[config.mk]
export PLATFORM = sky130hd
export DESIGN_NAME = tx_burst_scheduler
export DESIGN_NICKNAME = d
export VERILOG_FILES = /design/src/rtl/tx_burst_scheduler.sv
export SDC_FILE = /design/constraint.sdc
export NUM_CORES = 1
export LEC_CHECK = 0
export BUFFER_PORTS_ARGS = -buffer_cell sky130_fd_sc_hd__buf_2
export CAP_MARGIN = 20
export CORE_MARGIN = 2
export CORE_UTILIZATION = 57
export DETAILED_ROUTE_END_ITERATION = 10
export GPL_TIMING_DRIVEN = 0
export PLACE_DENSITY = 0.78
export SLEW_MARGIN = 10
export SYNTH_ARGS = -nofsm -noshare
export SYNTH_HDL_FRONTEND = slang
export SYNTH_SLANG_ARGS = --single-unit
[constraint.sdc]
create_clock -name ctx_clk -period 2.95 [get_ports ctx_clk]
set_input_delay 0.1475 -clock ctx_clk [delete_from_list [all_inputs] [get_ports ctx_clk]]
set_output_delay 0.1475 -clock ctx_clk [all_outputs]
set_load 0.02 [all_outputs]
[src/rtl/tx_burst_scheduler.sv]
// tx_burst_scheduler
//
// Sequences the BPSK transmit modulator for ranging pings. A trigger in IDLE
// latches the burst configuration and the first sequence index, then each ping
// runs LOAD (ROM settle) -> START (one-cycle start pulse) -> TX (transmission
// timing) -> GUARD (programmable gap). After each ping the burst either ends
// with an odone pulse or loops back to LOAD, optionally hopping the index.
//
// Ports:
//   ctx_clk        clock
//   rtx_rst        synchronous active-high reset
//   ienable        block enable; low aborts the burst and idles
//   itrigger       start-burst request, sampled only in IDLE
//   istop          end the burst after the current ping
//   isequence_id   first sequence index of the burst (sampled in IDLE)
//   ihop_en        advance the index by one after every ping
//   iburst_len     pings per burst, 0 = continuous
//   iguard         idle cycles between pings
//   osequence_sel  sequence-bank select
//   omod_enable    modulator enable, high whenever busy
//   omod_start     one-cycle modulator start pulse
//   obusy          high in any state other than IDLE
//   oping          one-cycle pulse at the start of each ping
//   odone          one-cycle pulse when a burst completes normally
//   oping_count    pings started in the current burst (wraps)

module tx_burst_scheduler #(
  parameter int unsigned NOS       = 64,
  parameter int unsigned IDW       = 6,
  parameter int unsigned TX_CYCLES = 40962,
  parameter int unsigned TXW       = 16,
  parameter int unsigned ROM_LAT   = 1
) (
  input  logic           ctx_clk,
  input  logic           rtx_rst,
  input  logic           ienable,
  input  logic           itrigger,
  input  logic           istop,
  input  logic [IDW-1:0] isequence_id,
  input  logic           ihop_en,
  input  logic [7:0]     iburst_len,
  input  logic [15:0]    iguard,
  output logic [IDW-1:0] osequence_sel,
  output logic           omod_enable,
  output logic           omod_start,
  output logic           obusy,
  output logic           oping,
  output logic           odone,
  output logic [7:0]     oping_count
);

  // One shared cycle counter serves LOAD, TX and GUARD; it must hold both the
  // transmit terminal count and the widest guard value.
  localparam int unsigned CW = (TXW > 16) ? TXW : 16;

  localparam logic [CW-1:0] LoadLast = CW'(ROM_LAT - 1);
  localparam logic [CW-1:0] TxLast   = CW'(TX_CYCLES - 1);
  localparam logic [IDW-1:0] SelMax  = IDW'(NOS - 1);

  typedef enum logic [2:0] {
    StIdle,
    StLoad,
    StStart,
    StTx,
    StGuard
  } state_e;

  state_e state_q, state_d;

  logic [CW-1:0]  cnt_q;
  logic [7:0]     len_q;
  logic           hop_q;
  logic [15:0]    guard_q;
  logic           stop_q;
  logic [IDW-1:0] sel_q;
  logic [7:0]     count_q;

  logic          tx_last;
  logic          guard_last;
  logic          ping_end;
  logic          burst_end;
  logic [CW-1:0] guard_last_cnt;

  // Terminal counts and the end-of-ping decision.
  always_comb begin
    guard_last_cnt = CW'(guard_q) - CW'(1);
    tx_last        = (state_q == StTx) && (cnt_q == TxLast);
    guard_last     = (state_q == StGuard) && (cnt_q == guard_last_cnt);
    // A zero guard skips GUARD entirely, so the decision is taken at TX end.
    ping_end       = (tx_last && (guard_q == 16'd0)) || guard_last;
    // A stop arriving on the decision cycle itself still ends the burst.
    burst_end      = ping_end &&
                     (((len_q != 8'd0) && (count_q == len_q)) || stop_q || istop);
  end

  // State register.
  always_ff @(posedge ctx_clk) begin
    if (rtx_rst) begin
      state_q <= StIdle;
    end else begin
      state_q <= state_d;
    end
  end

  // Next-state logic.
  always_comb begin
    state_d = state_q;
    if (!ienable) begin
      state_d = StIdle;
    end else begin
      unique case (state_q)
        StIdle: begin
          if (itrigger) state_d = StLoad;
        end
        StLoad: begin
          if (cnt_q == LoadLast) state_d = StStart;
        end
        StStart: begin
          state_d = StTx;
        end
        StTx: begin
          if (tx_last) begin
            if (guard_q != 16'd0) begin
              state_d = StGuard;
            end else begin
              state_d = burst_end ? StIdle : StLoad;
            end
          end
        end
        StGuard: begin
          if (guard_last) state_d = burst_end ? StIdle : StLoad;
        end
        default: state_d = StIdle;
      endcase
    end
  end

  // Datapath: counters, latched burst configuration, index and ping count.
  always_ff @(posedge ctx_clk) begin
    if (rtx_rst) begin
      cnt_q   <= '0;
      len_q   <= '0;
      hop_q   <= 1'b0;
      guard_q <= '0;
      stop_q  <= 1'b0;
      sel_q   <= '0;
      count_q <= '0;
    end else if (!ienable) begin
      cnt_q   <= '0;
      stop_q  <= 1'b0;
      count_q <= '0;
    end else begin
      // Counter restarts on every state change so each phase counts from 0.
      if (state_d != state_q) begin
        cnt_q <= '0;
      end else if (state_q inside {StLoad, StTx, StGuard}) begin
        cnt_q <= cnt_q + CW'(1);
      end

      if (state_q == StIdle) begin
        if (itrigger) begin
          len_q   <= iburst_len;
          hop_q   <= ihop_en;
          guard_q <= iguard;
          sel_q   <= isequence_id;
          count_q <= '0;
          // Trigger and stop together: burst starts but only one ping goes out.
          stop_q  <= istop;
        end else begin
          stop_q  <= 1'b0;
        end
      end else if (istop) begin
        stop_q <= 1'b1;
      end

      if (state_q == StStart) begin
        count_q <= count_q + 8'd1;
      end

      if (ping_end && !burst_end && hop_q) begin
        sel_q <= (sel_q == SelMax) ? '0 : sel_q + IDW'(1);
      end
    end
  end

  // Outputs.
  always_comb begin
    obusy         = (state_q != StIdle);
    omod_enable   = (state_q != StIdle);
    omod_start    = (state_q == StStart);
    oping         = (state_q == StStart);
    // An abort via ienable never reports a completed burst.
    odone         = ienable && burst_end;
    osequence_sel = sel_q;
    oping_count   = count_q;
  end

endmodule

==> impl_metrics.sql, run 1 <==
INSERT INTO impl_metrics (metric_group, metric, value, unit) VALUES
('status', 'outcome', 'completed', ''),
('floorplanning', 'placementRows', '28', ''),
('final_layout', 'fin_area', '4290', 'sq um'),
('clock_tree', 'clock_sink_count', '59', ''),
('detailed_routing', 'drcViolationCount', '0', ''),
('clock_tree', 'h-tree-depth', '3', ''),
('placed_design', 'portBuffers', '53', ''),
('setup_path', 'setup.worst_path.class', 'reg -> out', ''),
('synth', 'syn_nets', '493', ''),
('final_layout', 'layout.core_utilization', '72.1', '%'),
('flow_run', 'timing.max_cap.violations', '0', ''),
('floorplanning', 'coreArea', '5960', 'sq um'),
('timing', 'rsz0062_at_grt', 'true', ''),
('timing', 'fin_hold_ws', '0.0188', 'ns'),
('timing', 'maxSlewViolCount', '0', ''),
('placed_design', 'pre_cts_slack', '-0.0656', 'ns'),
('timing', 'fmax', '346', 'MHz'),
('grt', 'antenna_found_initial', '0', ''),
('timing', 'least_setup_slack_across_all_paths_after_layout', '0.0569', 'ns'),
('power_and_ir_drop', 'power.leakage', '0.00181', 'uW'),
('grt', 'grt_max_degree', '11', ''),
('detailed_routing', 'drt_wl_total', '8830', 'um'),
('synth', 'synth-edff-count', '0', ''),
('grt', 'grt_pass1_vias', '3266', ''),
('final_layout', 'num_antenna_cells', '0', ''),
('timing', 'finalHoldViolations', '0', ''),
('synth', 'share_of_the_yosys_chip_area_belonging_to_registers', '33.3', '%'),
('min_path', 'hp-class', 'in -> reg', ''),
('setup_path', 'worst-endpoint-arrival', '2.75', 'ns'),
('floorplanning', 'boundaryPins', '55', ''),
('grt', 'grt_util_all_layers', '25.7', '%'),
('floorplanning', 'floorplan.initialDensity', '59.5', '%'),
('clock_tree', 'cts_buffers', '9', ''),
('synth', 'yosysWarnings', '0', ''),
('final_layout', 'post_route_cells_drive_above_1_share', '23.0', '%'),
('power_and_ir_drop', 'pwr_density_cell', '460', 'nW/um^2'),
('synth', 'post_synthesis_async_set_or_reset_flop_share', '0', '%'),
('detailed_routing', 'dr.first_iter.drc_count', '159', ''),
('placed_design', 'detailedPlacementHpwl', '6210', 'um'),
('synth', 'syn_area', '3540', 'sq um'),
('grt', 'global_route_wire_length_before_repair', '14800', 'um'),
('floorplanning', 'floorplan.die_area', '6870', 'sq um'),
('setup_path', 'worst_ep_required_time', '2.80', 'ns'),
('timing', 'slew-limit-headroom', '65.3', '%'),
('synth', 'netlist-cell-type-count', '73', ''),
('timing', 'final_period_minus_worst_setup_slack', '2.89', 'ns'),
('detailed_routing', 'drt-vias-per-instance', '5.70', ''),
('clock_tree', 'cts_root_buf', 'sky130_fd_sc_hd__clkbuf_8', ''),
('synth', 'synth.ff_latch_count', '59', ''),
('floorplanning', 'chipHeight', '82.9', 'um'),
('floorplanning', 'die_width', '82.9', 'um'),
('detailed_routing', 'firstDrtPassIters', '5', ''),
('clock_tree', 'tritoncts', 'done', ''),
('setup_path', 'critPathCaptureType', 'output pin', ''),
('synth', 'yosys_most_used_dff', 'sky130_fd_sc_hd__dfxtp_1', ''),
('detailed_routing', 'via_count', '3453', ''),
('power_and_ir_drop', 'max-vdd-ir-drop', '0.339', 'mV'),
('setup_path', 'critical_path.max_fanout', '8', ''),
('timing', 'final-setup-viol-count', '0', ''),
('placed_design', 'place_congestion', '0.865', ''),
('synth', 'synth_area_per_cell', '7.86', 'sq um'),
('placed_design', 'dpl-instance-area', '3900', 'sq um'),
('timing', 'clock-skew-final', '0.0105', 'ns'),
('grt', 'overflow', '0', ''),
('final_layout', 'area_growth_syn_to_layout', '21.1', '%'),
('timing', 'finalCritPeriodShare', '98.1', '%'),
('clock_tree', 'cts_max_path_buffers', '2', ''),
('synth', 'post_synth_inst_count', '451', ''),
('clock_tree', 'clk_latency', '0.36', 'ns'),
('setup_path', 'startpoint_type', 'flop', ''),
('detailed_routing', 'detail_route.wl_per_cell', '14.6', 'um'),
('final_layout', 'final_nets', '568', ''),
('timing', 'tightest_slew', '0.520', 'ns'),
('detailed_routing', 'postRouteAntennaNets', '0', ''),
('clock_tree', 'clkTransAtPathRegs', '0.07', 'ns'),
('clock_tree', 'holdBufCountCts', '0', '');
==> cells by family (layout without fill, tap and decap cells) <==
kind of cell / count (synthesis) / in the layout / share of synthesized area (%)
mux: 3 / 3 / 0.882
flops: 59 / 59 / 33.3
simple gates: 207 / 207 / 29.2
xor+xnor: 44 / 44 / 11.3
compound gates: 91 / 91 / 18.1
buf+inv: 41 / 121 / 5.15
fa+ha+maj: 6 / 6 / 2.12
==> worst paths after layout <==
| path | startpoint | end | slack, ns | cells after the start |
|---|---|---|---|---|
| worst min-delay path | iguard[1] | guard_q[1] | 0.02 | 3 |
| worst max register to register | guard_q[0] | cnt_q[8] | 0.16 | 13 |
| worst min register to register | hop_q | hop_q | 0.47 | 2 |
| worst max-delay path | guard_q[0] | odone | 0.06 | 12 |
==> worst max-delay path: stages, from the launching register on <==
cell	delay [ns]
sky130_fd_sc_hd__dfxtp_4	0.39
sky130_fd_sc_hd__inv_1	0.05
sky130_fd_sc_hd__ha_2	0.17
sky130_fd_sc_hd__buf_6	0.12
sky130_fd_sc_hd__buf_4	0.14
sky130_fd_sc_hd__xnor2_1	0.20
sky130_fd_sc_hd__a41oi_2	0.17
sky130_fd_sc_hd__a2111oi_4	0.34
sky130_fd_sc_hd__o31ai_4	0.14
sky130_fd_sc_hd__nor2_2	0.15
sky130_fd_sc_hd__a22o_1	0.19
sky130_fd_sc_hd__and3_4	0.20
sky130_fd_sc_hd__buf_6	0.12
==> synth_stat cells (all sizes together), types with 3 or more instances <==
library cell  number  share of area, %
a21oi             35               4.9
a31oi              3              0.53
a32o               3              0.88
and3              13               2.4
and4               3              0.74
buf                9               1.8
clkbuf            20               2.1
dfxtp             59                33
ha                 6               2.1
inv               12               1.3
nand2             76               8.1
nand2b             9               1.6
nand3             15               2.1
nand4              9               1.8
nor2              50               5.4
nor3               9               1.9
nor4               7               1.2
o21ai              8               1.1
o21bai             3              0.64
o22ai              5              0.88
o31ai              3               1.0
xnor2             14               3.5
xor2              29               7.2
==> sequential cells by signal (all words and copies together) (netlist names) <==
signal / cells
hop_q: 1
oping_count: 8
state_q: 3
guard_q: 16
osequence_sel: 6
cnt_q: 16
stop_q: 1
len_q: 8
==> metal layers <==
layer | GRT usage (%) | part of all wire, % | up-vias
li1 | - | - | 1727
met1 | 32.8 | 44 | 1606
met2 | 42.0 | 49 | 99
met3 | 4.27 | 4.5 | 21
met4 | 13.1 | 2.5 | 0
met5 | 0 | 0 | -
==> final cells by class <==
type	count	area, sq um
Buffer	28	140
Multi-Input combinational cell	351	2260
Tap cell	75	93.8
Timing Repair Buffer	65	362
Inverter	12	45.0
Clock buffer	12	155
Fill cell	490	1660
Clock inverter	4	48.8
Sequential cell	59	1190
==> through the flow <==
step	setup TNS [ns]	instances	power [uW]
floorplan	0	451	1090
global placement	-0.0487	579	1160
detailed placement	-0.105	579	1170
CTS	0	598	1940
global route	-0.0242	606	2050
finish	0	606	1970
==> layout by cell type (no fill, tap or decap), types with 3 or more instances in the layout <==
cell,count
sky130_fd_sc_hd__dfxtp_1,57
sky130_fd_sc_hd__a32o_2,3
sky130_fd_sc_hd__nor2_1,49
sky130_fd_sc_hd__clkbuf_8,11
sky130_fd_sc_hd__xor2_1,29
sky130_fd_sc_hd__buf_2,53
sky130_fd_sc_hd__nand3_1,14
sky130_fd_sc_hd__buf_6,4
sky130_fd_sc_hd__nand4_1,8
sky130_fd_sc_hd__clkbuf_1,20
sky130_fd_sc_hd__a21oi_1,35
sky130_fd_sc_hd__a31oi_1,3
sky130_fd_sc_hd__xnor2_1,14
sky130_fd_sc_hd__nand2_1,75
sky130_fd_sc_hd__o22ai_1,5
sky130_fd_sc_hd__nor3_1,6
sky130_fd_sc_hd__and3_1,11
sky130_fd_sc_hd__inv_1,12
sky130_fd_sc_hd__o21ai_0,6
sky130_fd_sc_hd__nor4_1,6
sky130_fd_sc_hd__nand2b_1,8
sky130_fd_sc_hd__ha_1,5
sky130_fd_sc_hd__and4_1,3
sky130_fd_sc_hd__buf_4,15
==> timing repair <==
action | 4_1_cts | 5_1_grt
setup buffers | 4 | 9
gates cloned | 0 | 0
endpoints found under the setup margin | 15 | 11
pin swaps | 3 | 10
gates resized for setup | 7 | 18
==> power breakdown <==
group / internal, uW / switching [uW]
logic: 161 / 192
registers: 820 / 30.9
clock network: 435 / 335
Power figures use the tool's default switching activity.
==> run 2: changes to the inputs <==
- CORE_UTILIZATION: 57 -> 30
- PLACE_DENSITY: 0.78 -> 0.46
==> run 2 against run 1 <==
Clock skew decreased by 0.0043 ns. Clock power increased by 31%. Die area increased by 85%. Largest cell class unchanged. Sequential power about the same. Non-clock buffer count decreased by 3. Combinational power decreased by 3%. Hold slack improved by 0.018 ns. Global-route usage decreased by 9.9 points. Fmax increased by 3.1%. Sequential cell count unchanged. Critical path depth decreased by 3. Design area increased by 2.3%.
==> impl_metrics.sql, run 2 (synthesized netlist as in run 1, its figures left out) <==
INSERT INTO impl_metrics (metric_group, metric, value, unit) VALUES
('timing', 'setup_tns', '0', 'ns'),
('clock_tree', 'cts_buffers', '9', ''),
('setup_path', 'reg2reg_to', 'osequence_sel[4]', ''),
('clock_tree', 'clock_sink_count', '59', ''),
('setup_path', 'startpoint_type', 'flop', ''),
('final_layout', 'most-common-layout-cells', 'sky130_fd_sc_hd__nand2_1 (75), sky130_fd_sc_hd__dfxtp_1 (57), sky130_fd_sc_hd__buf_2 (53)', ''),
('detailed_routing', 'dr.first_iter.drc_count', '136', ''),
('power_and_ir_drop', 'pwr_density_cell', '503', 'nW/um^2'),
('min_path', 'hold_path_end', 'guard_q[1]', ''),
('floorplanning', 'chipHeight', '113', 'um'),
('final_layout', 'layout_top_registers', 'cnt_q (16), guard_q (16)', ''),
('clock_tree', 'tritoncts', 'done', ''),
('timing', 'final_period_minus_worst_setup_slack', '2.81', 'ns'),
('placed_design', 'place_congestion', '0.791', ''),
('clock_tree', 'clk_latency', '0.34', 'ns'),
('setup_path', 'worstRegToRegCells', '13', ''),
('setup_path', 'cp_num_buf_inv', '2', ''),
('detailed_routing', 'firstDrtPassIters', '4', ''),
('setup_path', 'worst_ep_required_time', '2.80', 'ns'),
('final_layout', 'layout.core_utilization', '38.3', '%'),
('status', 'outcome', 'completed', ''),
('setup_path', 'critical_path.max_fanout', '8', ''),
('timing', 'finalHoldViolations', '0', ''),
('timing', 'fmax', '356', 'MHz'),
('placed_design', 'dpl-instance-area', '3990', 'sq um'),
('min_path', 'hold_path_depth', '3', ''),
('setup_path', 'setup.worst_path.class', 'reg -> out', ''),
('setup_path', 'worst-endpoint-arrival', '2.66', 'ns'),
('placed_design', 'portBuffers', '53', ''),
('timing', 'finalCritPeriodShare', '95.1', '%'),
('timing', 'clock-skew-final', '0.00614', 'ns'),
('setup_path', 'max_stage_delay', '0.44', 'ns'),
('timing', 'rsz0062_at_grt', 'false', ''),
('detailed_routing', 'detail_route.wl_per_cell', '14.5', 'um'),
('clock_tree', 'cts_root_buf', 'sky130_fd_sc_hd__clkbuf_16', ''),
('power_and_ir_drop', 'max-vdd-ir-drop', '0.288', 'mV'),
('floorplanning', 'floorplan.die_area', '12700', 'sq um'),
('grt', 'overflow', '0', ''),
('final_layout', 'fillerInstances', '1224', ''),
('floorplanning', 'die_width', '113', 'um'),
('detailed_routing', 'postRouteAntennaNets', '0', ''),
('detailed_routing', 'via_count', '3332', ''),
('floorplanning', 'placementRows', '39', ''),
('flow_run', 'timing.max_cap.violations', '0', ''),
('floorplanning', 'coreArea', '11500', 'sq um'),
('grt', 'grt_util_all_layers', '15.8', '%'),
('final_layout', 'finish.cell_count_without_fillers', '670', ''),
('setup_path', 'timing.rr.start', 'guard_q[0]', ''),
('detailed_routing', 'drcViolationCount', '0', ''),
('setup_path', 'path_delay_family', 'simple AND/OR/NAND/NOR gates', ''),
('floorplanning', 'boundaryPins', '55', ''),
('final_layout', 'fin_area', '4390', 'sq um'),
('final_layout', 'area_growth_syn_to_layout', '24.0', '%'),
('power_and_ir_drop', 'power.leakage', '0.00183', 'uW'),
('min_path', 'timing.hold.worst.start', 'iguard[1]', ''),
('final_layout', 'layout_commonest_cell', 'sky130_fd_sc_hd__nand2_1', ''),
('setup_path', 'critPathCaptureType', 'output pin', ''),
('timing', 'slew-limit-headroom', '62.5', '%'),
('final_layout', 'final_nets', '565', ''),
('timing', 'maxSlewViolCount', '0', ''),
('timing', 'fin_hold_ws', '0.0365', 'ns'),
('min_path', 'hp-class', 'in -> reg', ''),
('setup_path', 'timing.critical_path.cells', 'clkbuf_1 > nor3_4 > nand4_2 > a2111oi_2 > o31ai_4 > nor2_2 > a22o_1 > and3_4 > buf_6', ''),
('final_layout', 'num_antenna_cells', '0', ''),
('setup_path', 'slack_of_the_worst_reg_to_reg_path', '0.18', 'ns'),
('grt', 'antenna_found_initial', '0', ''),
('grt', 'global_route_wire_length_before_repair', '15900', 'um'),
('grt', 'grt_max_degree', '11', ''),
('placed_design', 'place_inst', '647', ''),
('floorplanning', 'floorplan.initialDensity', '30.9', '%'),
('clock_tree', 'h-tree-depth', '3', ''),
('placed_design', 'detailedPlacementHpwl', '7230', 'um'),
('timing', 'tightest_slew', '0.562', 'ns'),
('timing', 'final-setup-viol-count', '0', ''),
('grt', 'grt_pass1_vias', '3216', ''),
('clock_tree', 'cts_max_path_buffers', '2', ''),
('detailed_routing', 'drt_wl_total', '9700', 'um'),
('detailed_routing', 'drt-vias-per-instance', '4.97', ''),
('final_layout', 'post_route_cells_drive_above_1_share', '20.9', '%'),
('setup_path', 'timing.critical_path.slowest_stage_cell', 'sky130_fd_sc_hd__a2111oi_2', ''),
('clock_tree', 'clkTransAtPathRegs', '0.05', 'ns');
==> run 2: cell types whose count changed in the layout (fill, tap and decap cells not counted), sizes merged <==
cell	change
clkinv	-1
buf	-3
==> run 2: power by group <==
group	switching [uW]	leakage, uW	internal, uW
clock network	367	0.000136	646
logic	189	0.00121	155
registers	31.1	0.000481	822
==> run 2: cell type report <==
cell class | instances | area [sq um] | area share [%]
clock buffers | 12 | 236 | 5.38
multi-input cells | 351 | 2220 | 50.6
well taps | 143 | 179 | 4.07
plain buffers | 28 | 140 | 3.19
clock inverters | 3 | 40.0 | 0.911
inverters | 12 | 45.0 | 1.03
flip-flops and latches | 59 | 1190 | 27.1
repair buffers | 62 | 343 | 7.80
==> run 2: how the worst max path moves through the flow <==
stage / start / to / slack [ns] / cells past startpoint
after detailed placement: guard_q[0] / osequence_sel[4] / -0.18 / 12
after floorplan: guard_q[0] / osequence_sel[4] / 0.27 / 12
final: guard_q[6] / odone / 0.14 / 9
after CTS: guard_q[0] / odone / 0.005 / 12
after global placement: guard_q[0] / osequence_sel[4] / -0.15 / 12
after global routing: guard_q[6] / odone / 0.004 / 9
==> run 2: stage by stage <==
stage,power [uW],worst slack [ns]
after floorplan,1090,0.269
after global placement,1180,-0.145
after detailed placement,1180,-0.178
after CTS,2220,0.00459
after global routing,2310,0.00416
final,2210,0.143
==> run 2: metal layers <==
layer  routed length (um)  track usage [%]
met1                 4750             20.6
met2                 4390             24.7
met3                  357             3.96
met4                  208             7.24
met5                    0                0
==> run 2: what timing repair did <==
item,CTS,global route
pin swaps,2,4
resized for setup,9,10
setup endpoints to repair,17,12
hold buffers,0,0
setup buffers,5,5
==> run 2: worst reg2reg max path: stages (launching register included) <==
cell	delay, ns
sky130_fd_sc_hd__dfxtp_4	0.36
sky130_fd_sc_hd__inv_1	0.06
sky130_fd_sc_hd__ha_1	0.15
sky130_fd_sc_hd__buf_6	0.13
sky130_fd_sc_hd__nor4b_4	0.20
sky130_fd_sc_hd__buf_6	0.16
sky130_fd_sc_hd__nand3_2	0.08
sky130_fd_sc_hd__and3_4	0.21
sky130_fd_sc_hd__o31ai_4	0.30
sky130_fd_sc_hd__nor2_2	0.08
sky130_fd_sc_hd__buf_4	0.14
sky130_fd_sc_hd__a32o_2	0.30
sky130_fd_sc_hd__a41o_1	0.26
sky130_fd_sc_hd__o221a_1	0.23
